### config.mk
export PLATFORM = sky130hd
export DESIGN_NAME = prog_loader_seq
export DESIGN_NICKNAME = d
export VERILOG_FILES = /design/src/rtl/proc_pkg.sv /design/src/rtl/prog_buffer.sv /design/src/rtl/prog_loader_seq.sv
export SDC_FILE = /design/constraint.sdc
export NUM_CORES = 1
export LEC_CHECK = 0
export CORE_MARGIN = 3
export CORE_UTILIZATION = 55
export CTS_CLUSTER_DIAMETER = 30
export DETAILED_ROUTE_END_ITERATION = 8
export GPL_ROUTABILITY_DRIVEN = 0
export HOLD_SLACK_MARGIN = 0.12
export PLACE_DENSITY = 0.76
export RECOVER_POWER = 25
export SLEW_MARGIN = 20
export SYNTH_ARGS = -nofsm -noshare
export SYNTH_HDL_FRONTEND = slang
export SYNTH_HIERARCHICAL = 1
export SYNTH_SLANG_ARGS = --single-unit
### constraint.sdc
create_clock -name clk -period 4.5 [get_ports clk]
set_input_delay 0.45 -clock clk [delete_from_list [all_inputs] [get_ports clk]]
set_output_delay 0.45 -clock clk [all_outputs]
set_load 0.03 [all_outputs]
### src/rtl/proc_pkg.sv
// Shared definitions for the 4-bit processor boot/run sequencer:
// opcodes, program-memory geometry and the sequencer state encoding.
package proc_pkg;

    localparam int PM_DEPTH = 16;
    localparam int WORD_W   = 8;
    localparam int PTR_W    = 4;
    localparam int LEN_W    = 5;

    localparam logic [3:0] OP_ADD = 4'b0000;
    localparam logic [3:0] OP_SUB = 4'b0001;
    localparam logic [3:0] OP_AND = 4'b0010;
    localparam logic [3:0] OP_OR  = 4'b0011;
    localparam logic [3:0] OP_XOR = 4'b0100;
    localparam logic [3:0] OP_NOT = 4'b0101;
    localparam logic [3:0] OP_LDI = 4'b0110;
    localparam logic [3:0] OP_OUT = 4'b0111;
    localparam logic [3:0] OP_IN  = 4'b1000;
    localparam logic [3:0] OP_JMP = 4'b1001;
    localparam logic [3:0] OP_JZ  = 4'b1010;
    localparam logic [3:0] OP_JNC = 4'b1011;

    typedef enum logic [2:0] {
        IDLE  = 3'd0,
        FILL  = 3'd1,
        RST1  = 3'd2,
        BURST = 3'd3,
        RST2  = 3'd4,
        RUN   = 3'd5,
        DONE  = 3'd6
    } seq_state_e;

    // Slots beyond the loaded program get this word instead of buffer contents.
    function automatic logic [WORD_W-1:0] burst_word(
        input logic [PTR_W-1:0]  ptr,
        input logic [LEN_W-1:0]  len,
        input logic [WORD_W-1:0] buf_word,
        input logic [WORD_W-1:0] fill_word
    );
        if ({1'b0, ptr} < len) begin
            return buf_word;
        end else begin
            return fill_word;
        end
    endfunction

endpackage

### src/rtl/prog_buffer.sv
// 16x8 program staging buffer: one synchronous write port, one
// asynchronous read port, no reset on the storage array.
module prog_buffer
    import proc_pkg::*;
(
    input  logic              clk,
    input  logic              we,
    input  logic [PTR_W-1:0]  waddr,
    input  logic [WORD_W-1:0] wdata,
    input  logic [PTR_W-1:0]  raddr,
    output logic [WORD_W-1:0] rdata
);

    logic [WORD_W-1:0] mem_q [PM_DEPTH];

    // Storage array write port.
    always_ff @(posedge clk) begin
        if (we) begin
            mem_q[waddr] <= wdata;
        end
    end

    assign rdata = mem_q[raddr];

endmodule

### src/rtl/prog_loader_seq.sv
// Boot/run sequencer: buffers a host program, replays it into the core's
// program memory as one gap-free 16-cycle burst, then runs the core.
module prog_loader_seq
    import proc_pkg::*;
#(
    parameter logic [7:0] FILL_WORD  = 8'h90,
    parameter int         RUN_CYCLES = 64
) (
    input  logic       clk,
    input  logic       rst_n,
    input  logic       host_valid,
    output logic       host_ready,
    input  logic [7:0] host_data,
    input  logic       host_last,
    input  logic       abort,
    input  logic       restart,
    output logic       cpu_pc_reset,
    output logic       cpu_mem_write,
    output logic [3:0] cpu_instr,
    output logic [3:0] cpu_portin,
    output logic       busy,
    output logic       done,
    output logic [4:0] prog_len
);

    localparam int CNT_W = (RUN_CYCLES > 0) ? $clog2(RUN_CYCLES + 1) : 1;
    localparam logic [CNT_W-1:0] CNT_LAST = CNT_W'(RUN_CYCLES - 1);
    localparam logic [CNT_W-1:0] CNT_MAX  = {CNT_W{1'b1}};
    localparam logic             BOUNDED  = (RUN_CYCLES != 0);

    seq_state_e        state_q, state_d;
    logic [PTR_W-1:0]  wr_ptr_q, wr_ptr_d;
    logic [PTR_W-1:0]  rd_ptr_q, rd_ptr_d;
    logic [CNT_W-1:0]  run_cnt_q, run_cnt_d;
    logic [LEN_W-1:0]  prog_len_q, prog_len_d;
    logic              pc_reset_q, pc_reset_d;
    logic              mem_write_q, mem_write_d;
    logic [WORD_W-1:0] word_q, word_d;
    logic              done_q, done_d;

    logic              beat_s;
    logic              buf_we_s;
    logic [PTR_W-1:0]  buf_waddr_s;
    logic [WORD_W-1:0] buf_rdata_s;

    assign host_ready = (state_q == IDLE) || (state_q == FILL);
    assign beat_s     = host_valid & host_ready;

    prog_buffer u_buf (
        .clk   (clk),
        .we    (buf_we_s),
        .waddr (buf_waddr_s),
        .wdata (host_data),
        .raddr (rd_ptr_d),
        .rdata (buf_rdata_s)
    );

    // Next-state, pointer and counter logic; abort outranks restart.
    always_comb begin
        state_d     = state_q;
        wr_ptr_d    = wr_ptr_q;
        rd_ptr_d    = rd_ptr_q;
        run_cnt_d   = run_cnt_q;
        prog_len_d  = prog_len_q;
        buf_we_s    = 1'b0;
        buf_waddr_s = wr_ptr_q;
        if (abort) begin
            state_d  = IDLE;
            wr_ptr_d = 4'd0;
            rd_ptr_d = 4'd0;
        end else if (restart && (state_q == DONE)) begin
            state_d  = IDLE;
            wr_ptr_d = 4'd0;
            rd_ptr_d = 4'd0;
        end else begin
            case (state_q)
                IDLE: begin
                    if (beat_s) begin
                        buf_we_s    = 1'b1;
                        buf_waddr_s = 4'd0;
                        if (host_last) begin
                            prog_len_d = 5'd1;
                            state_d    = RST1;
                        end else begin
                            wr_ptr_d = 4'd1;
                            state_d  = FILL;
                        end
                    end else begin
                        state_d = IDLE;
                    end
                end
                FILL: begin
                    if (beat_s) begin
                        buf_we_s = 1'b1;
                        wr_ptr_d = wr_ptr_q + 4'd1;
                        if (host_last || (wr_ptr_q == 4'd15)) begin
                            prog_len_d = {1'b0, wr_ptr_q} + 5'd1;
                            state_d    = RST1;
                        end else begin
                            state_d = FILL;
                        end
                    end else begin
                        state_d = FILL;
                    end
                end
                RST1: begin
                    rd_ptr_d = 4'd0;
                    state_d  = BURST;
                end
                BURST: begin
                    rd_ptr_d = rd_ptr_q + 4'd1;
                    if (rd_ptr_q == 4'd15) begin
                        state_d = RST2;
                    end else begin
                        state_d = BURST;
                    end
                end
                RST2: begin
                    run_cnt_d = {CNT_W{1'b0}};
                    state_d   = RUN;
                end
                RUN: begin
                    if (run_cnt_q != CNT_MAX) begin
                        run_cnt_d = run_cnt_q + {{(CNT_W-1){1'b0}}, 1'b1};
                    end else begin
                        run_cnt_d = run_cnt_q;
                    end
                    if (BOUNDED && (run_cnt_q == CNT_LAST)) begin
                        state_d = DONE;
                    end else begin
                        state_d = RUN;
                    end
                end
                DONE: begin
                    state_d = DONE;
                end
                default: begin
                    state_d = IDLE;
                end
            endcase
        end
    end

    // Moore outputs are decoded from the state being entered so they flop with it.
    always_comb begin
        pc_reset_d  = 1'b1;
        mem_write_d = 1'b0;
        word_d      = 8'h00;
        done_d      = 1'b0;
        case (state_d)
            BURST: begin
                pc_reset_d  = 1'b0;
                mem_write_d = 1'b1;
                word_d      = burst_word(rd_ptr_d, prog_len_d, buf_rdata_s, FILL_WORD);
            end
            RUN: begin
                pc_reset_d = 1'b0;
            end
            DONE: begin
                done_d = 1'b1;
            end
            default: begin
                pc_reset_d = 1'b1;
            end
        endcase
    end

    // State, pointers, counter and registered core-facing outputs.
    always_ff @(posedge clk or negedge rst_n) begin
        if (!rst_n) begin
            state_q     <= IDLE;
            wr_ptr_q    <= 4'd0;
            rd_ptr_q    <= 4'd0;
            run_cnt_q   <= {CNT_W{1'b0}};
            prog_len_q  <= 5'd0;
            pc_reset_q  <= 1'b1;
            mem_write_q <= 1'b0;
            word_q      <= 8'h00;
            done_q      <= 1'b0;
        end else begin
            state_q     <= state_d;
            wr_ptr_q    <= wr_ptr_d;
            rd_ptr_q    <= rd_ptr_d;
            run_cnt_q   <= run_cnt_d;
            prog_len_q  <= prog_len_d;
            pc_reset_q  <= pc_reset_d;
            mem_write_q <= mem_write_d;
            word_q      <= word_d;
            done_q      <= done_d;
        end
    end

    assign cpu_pc_reset  = pc_reset_q;
    assign cpu_mem_write = mem_write_q;
    assign cpu_instr     = word_q[7:4];
    assign cpu_portin    = word_q[3:0];
    assign busy          = (state_q != IDLE) && (state_q != DONE);
    assign done          = done_q;
    assign prog_len      = prog_len_q;

endmodule

Word level (Yosys, flattened, before mapping):

Memory sizes are Yosys's and may differ from the RTL's.
Cells that the tools add are included.

* bits in registers: 34
* memory bits (writable): 128
* bits of input ports: 14
* memories kept: 1

Memory list
* u_buf.mem_q: depth 16, bits a word 8, rd ports 1, clocked after memory_dff 0, write ports 1, line prog_buffer.sv:14 `logic [WORD_W-1:0] mem_q [PM_DEPTH];`

* add/sub/neg operators: 4
* magnitude comparators: 1
* equal/unequal tests: 18
* mux-type cells: 42
* bitwise gates (word level): 3
* reductions and logical operators: 12

Operator list (number)
* 4-bit two-way mux: 11
* 5-bit two-way mux: 6
* 3-bit case mux with 7 select lines: 1
* 8-bit two-way mux: 2
* 4-bit case mux with 2 select lines: 2
* 3-bit equality test (second input constant): 5
* 3-bit two-way mux: 5
* 7-bit case mux with 2 select lines: 1
* 4-bit by 3-bit != test with 1-bit output (second input constant): 3
* 5-bit case mux with 2 select lines: 1
* 3-bit by 2-bit equality test with 1-bit output (second input constant): 3
* 1-bit two-way mux: 9
* 4-bit by 1-bit adder with 4-bit output (second input constant): 2
* 4-bit equality test (second input constant): 2
* 4-bit AND reduction: 2
* 7-bit by 1-bit adder with 7-bit output (second input constant): 1
* 7-bit by 6-bit equality test with 1-bit output (second input constant): 1
* 7-bit two-way mux: 1
* 7-bit != test (second input constant): 1
* 2-bit two-way mux: 3
* 4-bit by 1-bit adder with 5-bit output (second input constant): 1
* 4-bit by 5-bit less-than comparator with 1-bit output: 1
* 4-bit nonzero test: 1
* 2-bit OR reduction: 2
* 10 further kinds: 13

Logic depth before layout (Yosys ltp):

Gate-level depths: netlist of the first run.

* word-level depth: 10
* gate-level depth with buffers: 12
* mapped depth without buffers: 12

Hierarchy:

Netlist of the first run, hierarchy kept.

Modules (own cells, without submodules)
* prog_buffer: instances 1, cells each 221, area an instance 4987.3 sq um, seq. area each 3843.7 sq um
* prog_loader_seq: instances 1, cells each 193, area an instance 1825.5 sq um, seq. area each 852.1 sq um

Worst setup path after synthesis of the first run:

OpenSTA, ideal clock, no wires.

* path type: register to register
* start: register state_q[1]
* end: register word_q[4]
* arrival: 2.745 ns
* required time: 4.381 ns
* slack: 1.637 ns
* cell stages (with the launch flop): 12
* clock period less this slack: 2.863 ns
* path through: dfrtp_1 buf_2 or3b_2 or2_1 or2_2 a32o_1 inv_1 ha_1 a21o_1 a21oi_1 a311oi_4 o21a_1

* word-level cells in the longest chain between the ends: 10
* elaborated cells between the ends (all ways): 28
* classes of those cells: order compare (1); eq/ne (7); mux (15); bitwise (1); reduce/logical (3); memory (1)

Ends and longest elaborated chain
* start, declared: line prog_loader_seq.sv:31 `seq_state_e state_q, state_d;`
* start signal, assigned: line prog_loader_seq.sv:181 `state_q <= state_d;`
* 3-bit by 1-bit equality test with 1-bit output / 3-bit zero test (equally long branches): line prog_loader_seq.sv:46, prog_loader_seq.sv:76
* 1-bit logical OR: line prog_loader_seq.sv:46 `assign host_ready = (state_q == IDLE) || (state_q == FILL);`
* 1-bit AND: line prog_loader_seq.sv:47 `assign beat_s = host_valid & host_ready;`
* 5-bit two-way mux (on tied branches): line prog_loader_seq.sv:93, prog_loader_seq.sv:78
* 5-bit case mux with 2 select lines: line prog_loader_seq.sv:76 `case (state_q)`
* 5-bit two-way mux (*): line prog_loader_seq.sv:71 `end else if (restart && (state_q == DONE)) begin`
* 5-bit two-way mux (*): line prog_loader_seq.sv:67 `if (abort) begin`
* named net prog_len_d[2]: line prog_loader_seq.sv:35 `logic [LEN_W-1:0] prog_len_q, prog_len_d;`
* 4-bit by 5-bit less-than comparator with 1-bit output (*): line proc_pkg.sv:40 `if ({1'b0, ptr} < len) begin`
* 8-bit two-way mux (*): line proc_pkg.sv:40
* 8-bit two-way mux (*): line prog_loader_seq.sv:150 `case (state_d)`
* named net word_d[4]: line prog_loader_seq.sv:38 `logic [WORD_W-1:0] word_q, word_d;`
* end signal, assigned: line prog_loader_seq.sv:188 `word_q <= word_d;`
* end, declared: line prog_loader_seq.sv:38

The timed path passes the listed nets; every way through them passes the cells marked *.
A chain may end at the register's enable or synchronous reset.

Worst setup path after layout of the first run:

* start: register state_q[2]
* end: register word_q[3]

* elaborated cells between the ends (all ways): 28
* classes of those cells: order compare (1); eq/ne (7); mux (15); bitwise (1); reduce/logical (3); memory (1)

RTL lines
* 3-bit by 2-bit equality test with 1-bit output / 3-bit equality test (equally long branches): line prog_loader_seq.sv:76, prog_loader_seq.sv:71
* 4-bit case mux with 2 select lines / 1-bit logical AND (equally long branches): line prog_loader_seq.sv:76, prog_loader_seq.sv:71
* 4-bit two-way mux (*): line prog_loader_seq.sv:71
* 4-bit two-way mux (*): line prog_loader_seq.sv:67
* named net rd_ptr_d[0]: line prog_loader_seq.sv:33 `logic [PTR_W-1:0] rd_ptr_q, rd_ptr_d;`
* memory 16 x 8 bit (*)
* named net buf_rdata_s[3]: line prog_loader_seq.sv:44 `logic [WORD_W-1:0] buf_rdata_s;`
* 8-bit two-way mux (*): line proc_pkg.sv:40
* 8-bit two-way mux (*): line prog_loader_seq.sv:150
* named net word_d[3]: line prog_loader_seq.sv:38

Marked as above.

==> results of run 1 <==
==> cell type report <==
type / instances / share of cell area
clock buffer: 18 / 0.0545
clock inverter: 13 / 0.0142
inverter: 10 / 0.00477
multi-input combinational: 227 / 0.252
sequential: 162 / 0.597
tap: 168 / 0.0267
timing repair buffer: 42 / 0.0510
==> routing by layer <==
layer	up-vias	track usage	part of all wire
met1	1995	0.292	0.40
met4	2	0.0925	0.022
li1	1735	-	-
met3	24	0.0663	0.068
met5	-	0	0.00093
met2	171	0.349	0.51
==> flip-flops by register name (all words and copies together), names as in the netlist <==
register	flops
cpu_pc_reset	1
run_cnt_q	7
prog_len	5
rd_ptr_q	4
u_buf/mem_q	128
done	1
word_q	8
wr_ptr_q	4
state_q	3
cpu_mem_write	1
==> worst reg2reg max path: cells and delay by family, from the launching register on <==
kind	cells	cell delay [ns]
AO/OA/AOI/OAI	3	0.59
buffers and inverters	2	0.98
flip-flops	1	0.61
multiplexers	1	0.49
AND/OR/NAND/NOR	4	0.55
==> synthesized netlist by cell type, types with 3 or more instances <==
library cell                      instances  area (um^2)
sky130_fd_sc_hd__clkdlybuf4s25_2          3         30.0
sky130_fd_sc_hd__dfrtp_1                 33          826
sky130_fd_sc_hd__nand3_1                 15         75.1
sky130_fd_sc_hd__a22oi_1                 18          135
sky130_fd_sc_hd__a21oi_1                  8         40.0
sky130_fd_sc_hd__a21o_1                   4         30.0
sky130_fd_sc_hd__nand2b_1                 5         31.3
sky130_fd_sc_hd__clkbuf_1                 3         11.3
sky130_fd_sc_hd__ha_1                     6         75.1
sky130_fd_sc_hd__nand3b_1                 3         22.5
sky130_fd_sc_hd__o31ai_1                  5         37.5
sky130_fd_sc_hd__nor2b_1                 10         62.6
sky130_fd_sc_hd__o21ai_0                 14         70.1
sky130_fd_sc_hd__mux4_2                  18          405
sky130_fd_sc_hd__nor3_1                   7         35.0
sky130_fd_sc_hd__inv_1                   10         37.5
sky130_fd_sc_hd__edfxtp_1               128         3840
sky130_fd_sc_hd__and2_1                   3         18.8
sky130_fd_sc_hd__nor2_1                  36          135
sky130_fd_sc_hd__mux4_1                  14          368
sky130_fd_sc_hd__buf_2                    5         25.0
sky130_fd_sc_hd__nand2_1                 22         82.6
sky130_fd_sc_hd__buf_6                    3         33.8
==> path summary, 6_finish.rpt <==
kind                                     startpoint                       end  slack, ns  cells after the start
setup / recovery               state_q[2]$_DFF_PN0_       word_q[3]$_DFF_PN0_       1.15                     10
hold / removal             run_cnt_q[5]$_DFFE_PN0P_  run_cnt_q[5]$_DFFE_PN0P_       0.51                      1
setup reg to reg               state_q[2]$_DFF_PN0_       word_q[3]$_DFF_PN0_       1.15                     10
hold reg to reg            run_cnt_q[5]$_DFFE_PN0P_  run_cnt_q[5]$_DFFE_PN0P_       0.51                      1
max in group asynchronous                     rst_n       word_q[2]$_DFF_PN0_       2.25                      2
min in group asynchronous                     rst_n      state_q[1]$_DFF_PN0_       1.12                      2
==> placed cells by master (no fill, tap or decap), types with 3 or more instances in the layout <==
cell	netlist	layout
sky130_fd_sc_hd__inv_6	0	3
sky130_fd_sc_hd__a21oi_1	8	7
sky130_fd_sc_hd__clkinv_1	0	5
sky130_fd_sc_hd__a21o_1	4	4
sky130_fd_sc_hd__a22oi_1	18	18
sky130_fd_sc_hd__ha_1	6	6
sky130_fd_sc_hd__mux4_2	18	18
sky130_fd_sc_hd__mux4_1	14	14
sky130_fd_sc_hd__nor2_1	36	36
sky130_fd_sc_hd__nor3_1	7	7
sky130_fd_sc_hd__o21ai_0	14	14
sky130_fd_sc_hd__nand2_1	22	22
sky130_fd_sc_hd__and2_1	3	3
sky130_fd_sc_hd__buf_4	1	9
sky130_fd_sc_hd__nand2b_1	5	5
sky130_fd_sc_hd__nor2b_1	10	10
sky130_fd_sc_hd__nand3_1	15	15
sky130_fd_sc_hd__o31ai_1	5	5
sky130_fd_sc_hd__clkbuf_16	0	17
sky130_fd_sc_hd__nand3b_1	3	3
sky130_fd_sc_hd__dfrtp_1	33	33
sky130_fd_sc_hd__dlygate4sd3_1	0	5
sky130_fd_sc_hd__clkdlybuf4s50_1	0	26
sky130_fd_sc_hd__edfxtp_1	128	128
sky130_fd_sc_hd__inv_1	10	9
==> logic make-up after synthesis <==
group	count (synthesis)	share of synthesized area
compound gates	67	0.0720
xor+xnor	2	0.00257
fa+ha+maj	6	0.0110
buf+inv	25	0.0213
flops	162	0.689
mux	35	0.118
simple gates	117	0.0858
==> power breakdown <==
part	internal (W)	switching, W	total (W)
clock network	0.000757	0.000569	0.00133
registers	0.00163	0.00000885	0.00164
logic	0.0000601	0.000101	0.000161
==> stage by stage <==
stage / cells / power [W] / util
2_1_floorplan: 414 / 0.00176 / -
3_3_place_gp: 609 / 0.00183 / 0.608
3_5_place_dp: 609 / 0.00183 / 0.608
4_1_cts: 640 / 0.00316 / 0.653
5_1_grt: 640 / 0.00324 / 0.652
6_report: 640 / 0.00313 / 0.652
==> run summary, run 1 <==
result of the run -> finished, violations left
violations in the final reports -> capacitance limit, slew limit
post-cts resize count -> 0
worst hold path class -> flop to flop
H-tree level count -> 4
Final Hold Slack -> 0.510 ns
CTS Buffer Depth -> 2
clock network latency to the later pin of the worst-skew pair -> 0.42 ns
via count of the first global-routing pass -> 3875
Non-Filler Cell Area, Final -> 7870 um^2
Root Buffer -> sky130_fd_sc_hd__clkbuf_16
number of I/O port buffers -> 31
kind of cell adding the most delay to the critical path -> buffers and inverters
chip width -> 117 um
sort of element at the end of the critical path -> flop
routed wirelength normalized by instance count -> 21.8 um
pre-CTS setup slack -> 0.905 ns
die outline area -> 13800 um^2
Final Routed Wirelength -> 14000 um
TNS Setup -> 0 ns
most instantiated flip-flop cell in the synthesis netlist -> sky130_fd_sc_hd__edfxtp_1
number of flops mapped to enable cells by yosys -> 128
wire length of the first global-routing pass -> 21800 um
Critical Setup Path Class -> flop to flop
maximum clock skew at final layout -> 0.00585 ns
number of distinct standard cells referenced by the synthesized netlist -> 55
Max Cap Viol -> 1
worst IR drop on VDD -> 0.000354 V
total vias in the final route -> 3927
Floorplan Core Area -> 12100 um^2
Placement Rows -> 40
data required time of the worst path -> 4.79 ns
Top-Level Pins -> 32
post-synthesis async set-or-reset flop share -> 0.210
area added between synthesis and finish -> 15.5%
Worst setup SP type -> flop
clock-pin slew reported for the worst setup and hold paths after clock tree synthesis -> 0.06 ns
antenna violations before repair -> 1
transition time at the pin with the least slew margin -> 1.97 ns
layout cell share with drive strength beyond 1 -> 0.140
count of antenna-violating nets left after detailed routing -> 0
initial core utilization -> 0.565
number of detailed-routing iterations run before antenna repair -> 5
Max Clock Freq -> 0.298 GHz
footprint of the multi-input gates -> 1980 um^2
TritonCTS clock tree -> yes
Hold Violations, Final -> 0
highest net fanout along the worst path -> 15
arrival time reported for the critical path endpoint -> 3.64 ns
cells after synthesis -> 414
Filler Cells Inserted -> 819
number of max-slew violations in the final report -> 35
total of flip-flops plus latches after synthesis -> 162
Avg Vias per Cell -> 6.14
Synth Net Count -> 434
average size of a mapped cell -> 16.5 um^2
Cell Area, Placed -> 7330 um^2
HPWL after detailed placement -> 8790 um
Pwr Density -> 398 nW/um^2
cell area after synthesis -> 6810 um^2
ordered cell list for the critical path -> nand2b_1 -> o31a_1 -> a21o_1 -> clkinv_1 -> buf_4 -> mux4_1 -> a22oi_1 -> nand2_1 -> nand3_1 -> nor2_1
unrepaired setup endpoints after global routing -> no
setup violators final -> 0
Post-CTS Repair Setup Buffers -> 0
number of buffers added to fix hold violations after cts -> 0
largest net degree at the start of global routing -> 35
number of DRC markers after the initial detailed-route iteration -> 509
Post-route DRC -> 0
Overall Global Routing Usage -> 0.222
crit path max-delay cell type -> sky130_fd_sc_hd__dfrtp_1
largest stage delay on the critical path -> 0.61 ns
Vert. Die Dim -> 117 um
static leakage power -> 2.73 nW
sequential-to-total area share from yosys stat -> 0.689
Net count, final -> 480
CTS sink cnt -> 162
sum of buffers and inverters on the critical path -> 2
Relative slew margins -> -0.315
post-layout min period -> 3.35 ns
sequential cell area in the final layout -> 4700 um^2
global route total overflow -> 0
number of buffers added by the clock tree synthesis step -> 17
count of yosys warnings during synthesis -> 6
ANT cells -> 0
post-route clock period utilization -> 0.745
setup slack after layout -> 1.15 ns
No activity file was read; power rests on OpenSTA's default activity.
==> inputs of run 2 (changes only) <==
--- a/config.mk
+++ b/config.mk
@@ -6,12 +6,12 @@
 export NUM_CORES = 1
 export LEC_CHECK = 0
 export CORE_MARGIN = 3
-export CORE_UTILIZATION = 55
+export CORE_UTILIZATION = 54
 export CTS_CLUSTER_DIAMETER = 30
 export DETAILED_ROUTE_END_ITERATION = 8
 export GPL_ROUTABILITY_DRIVEN = 0
 export HOLD_SLACK_MARGIN = 0.12
-export PLACE_DENSITY = 0.76
+export PLACE_DENSITY = 0.77
 export RECOVER_POWER = 25
 export SLEW_MARGIN = 20
 export SYNTH_ARGS = -nofsm -noshare
==> constraint.sdc (replaced) <==
create_clock -name clk -period 2.9 [get_ports clk]
set_input_delay 0.29 -clock clk [delete_from_list [all_inputs] [get_ports clk]]
set_output_delay 0.29 -clock clk [all_outputs]
set_load 0.03 [all_outputs]
==> run summary, run 2 (synthesis results as in run 1) <==
routed wirelength normalized by instance count -> 20.8 um
via count of the first global-routing pass -> 4091
ordered cell list for the critical path -> buf_12 -> nand2b_1 -> o31a_1 -> a21o_1 -> clkinv_1 -> buf_12 -> mux4_1 -> a22oi_1 -> nand2_1 -> o21a_1
H-tree level count -> 4
flip-flop count of the largest register after layout -> 128
Overall Global Routing Usage -> 0.211
most frequent cells in the layout -> sky130_fd_sc_hd__edfxtp_1, sky130_fd_sc_hd__buf_4, sky130_fd_sc_hd__nor2_1
post-route clock period utilization -> 0.974
number of detailed-routing iterations run before antenna repair -> 5
clock-pin slew reported for the worst setup and hold paths after clock tree synthesis -> 0.07 ns
Biggest register -> u_buf/mem_q
HPWL after detailed placement -> 8880 um
global route total overflow -> 0
Non-Filler Cell Area, Final -> 8240 um^2
Post-CTS Repair Setup Buffers -> 0
largest registers in the final layout -> u_buf/mem_q (128), word_q (8), run_cnt_q (7)
data required time of the worst path -> 3.21 ns
cell seen most often among critical-path stages -> sky130_fd_sc_hd__buf_12
Floorplan Core Area -> 12200 um^2
number of DRC markers after the initial detailed-route iteration -> 510
crit path max-delay cell type -> sky130_fd_sc_hd__mux4_1
antenna violations before repair -> 0
CTS sink cnt -> 162
sort of element at the end of the critical path -> flop
number of I/O port buffers -> 31
chip width -> 118 um
worst hold path class -> flop to flop
violations in the final reports -> capacitance limit, slew limit
Max Clock Freq -> 0.354 GHz
count of antenna-violating nets left after detailed routing -> 0
kind of cell adding the most delay to the critical path -> compound AO/OA/AOI/OAI gates
Top-Level Pins -> 32
die outline area -> 14000 um^2
sum of buffers and inverters on the critical path -> 3
post-cts resize count -> 0
Filler Cells Inserted -> 815
static leakage power -> 2.96 nW
wire length of the first global-routing pass -> 22200 um
Net count, final -> 517
largest stage delay on the critical path -> 0.60 ns
sequential cell area in the final layout -> 4700 um^2
Vert. Die Dim -> 118 um
Final Routed Wirelength -> 14100 um
total design power -> 0.00500 W
CTS Buffer Depth -> 2
largest net degree at the start of global routing -> 35
result of the run -> finished, violations left
total vias in the final route -> 4076
transition time at the pin with the least slew margin -> 1.80 ns
unrepaired setup endpoints after global routing -> yes
Max Cap Viol -> 1
number of buffers added to fix hold violations after cts -> 0
number of max-slew violations in the final report -> 35
initial core utilization -> 0.560
setup violators final -> 0
Hold Violations, Final -> 0
worst IR drop on VDD -> 0.000708 V
area added between synthesis and finish -> 21.0%
number of buffers added by the clock tree synthesis step -> 17
Cell Area, Placed -> 7620 um^2
Avg Vias per Cell -> 6.01
layout cell share with drive strength beyond 1 -> 0.224
maximum clock skew at final layout -> 0.00697 ns
highest net fanout along the worst path -> 16
post-layout min period -> 2.82 ns
Relative slew margins -> -0.201
most common cell after layout, fill and taps aside -> sky130_fd_sc_hd__edfxtp_1
Post-route DRC -> 0
Pwr Density -> 607 nW/um^2
Placement Rows -> 40
Critical Setup Path Class -> flop to flop
footprint of the multi-input gates -> 2000 um^2
Root Buffer -> sky130_fd_sc_hd__clkbuf_16
arrival time reported for the critical path endpoint -> 3.13 ns
TritonCTS clock tree -> yes
Worst setup SP type -> flop
clock network latency to the later pin of the worst-skew pair -> 0.42 ns
ANT cells -> 0
-- run 2: changes by cell type in the layout (fill, tap and decap cells not counted), sizes merged --
| cell | previous run | this run |
|---|---|---|
| buf | 10 | 46 |
| clkinv | 7 | 6 |
| clkinvlp | 2 | 1 |
| inv | 13 | 17 |
-- run 2: stage by stage --
stage          hold WS [ns]  setup TNS, ns  worst slack, ns   util  instances
4_1_cts               0.278              0           0.0115  0.674        677
6_report              0.541              0           0.0767  0.678        678
3_5_place_dp          0.512          -3.24           -0.291  0.627        645
3_3_place_gp          0.493          -1.62           -0.241  0.627        645
2_1_floorplan      -0.00559              0           0.0366      -        414
5_1_grt               0.552              0          0.00412  0.678        678
-- run 2: area by class of cell --
cell class / count / share of cell area
Clock buffer: 17 / 0.0516
Clock inverter: 15 / 0.0179
Inverter: 10 / 0.00456
Multi-Input combinational cell: 227 / 0.242
Sequential cell: 162 / 0.570
Tap cell: 168 / 0.0255
Timing Repair Buffer: 79 / 0.0881
-- run 2: final timing paths --
check / cells past startpoint / from / slack (ns) / to
max: 10 / state_q[2]$_DFF_PN0_ / 0.08 / word_q[4]$_DFF_PN0_
min: 1 / run_cnt_q[5]$_DFFE_PN0P_ / 0.54 / run_cnt_q[5]$_DFFE_PN0P_
max reg2reg: 10 / state_q[2]$_DFF_PN0_ / 0.08 / word_q[4]$_DFF_PN0_
min reg2reg: 1 / run_cnt_q[5]$_DFFE_PN0P_ / 0.54 / run_cnt_q[5]$_DFFE_PN0P_
max in group asynchronous: 2 / rst_n / 0.95 / word_q[2]$_DFF_PN0_
min in group asynchronous: 2 / rst_n / 0.89 / prog_len[4]$_DFF_PN0_
-- run 2: metal layers --
metal	part of all wire	track usage	up-vias
met1	0.43	0.287	2051
met4	0.024	0.0923	0
li1	-	-	1815
met3	0.059	0.0488	33
met2	0.48	0.329	177
met5	0	0	-
-- run 2: report_power, final --
| part | switching (W) | internal [W] | leakage, nW |
|---|---|---|---|
| clock | 0.000960 | 0.00121 | 0.285 |
| sequential | 0.00000973 | 0.00253 | 1.61 |
| combinational | 0.000171 | 0.000119 | 1.06 |
-- run 2: worst reg2reg max path: cells and delay by family (launching register included) --
family / cells / cell delay, ns
buffers and inverters: 3 / 0.50
and+or+nand+nor: 2 / 0.26
AOI/OAI and AO/OA: 4 / 0.93
DFF: 1 / 0.41
muxes: 1 / 0.62
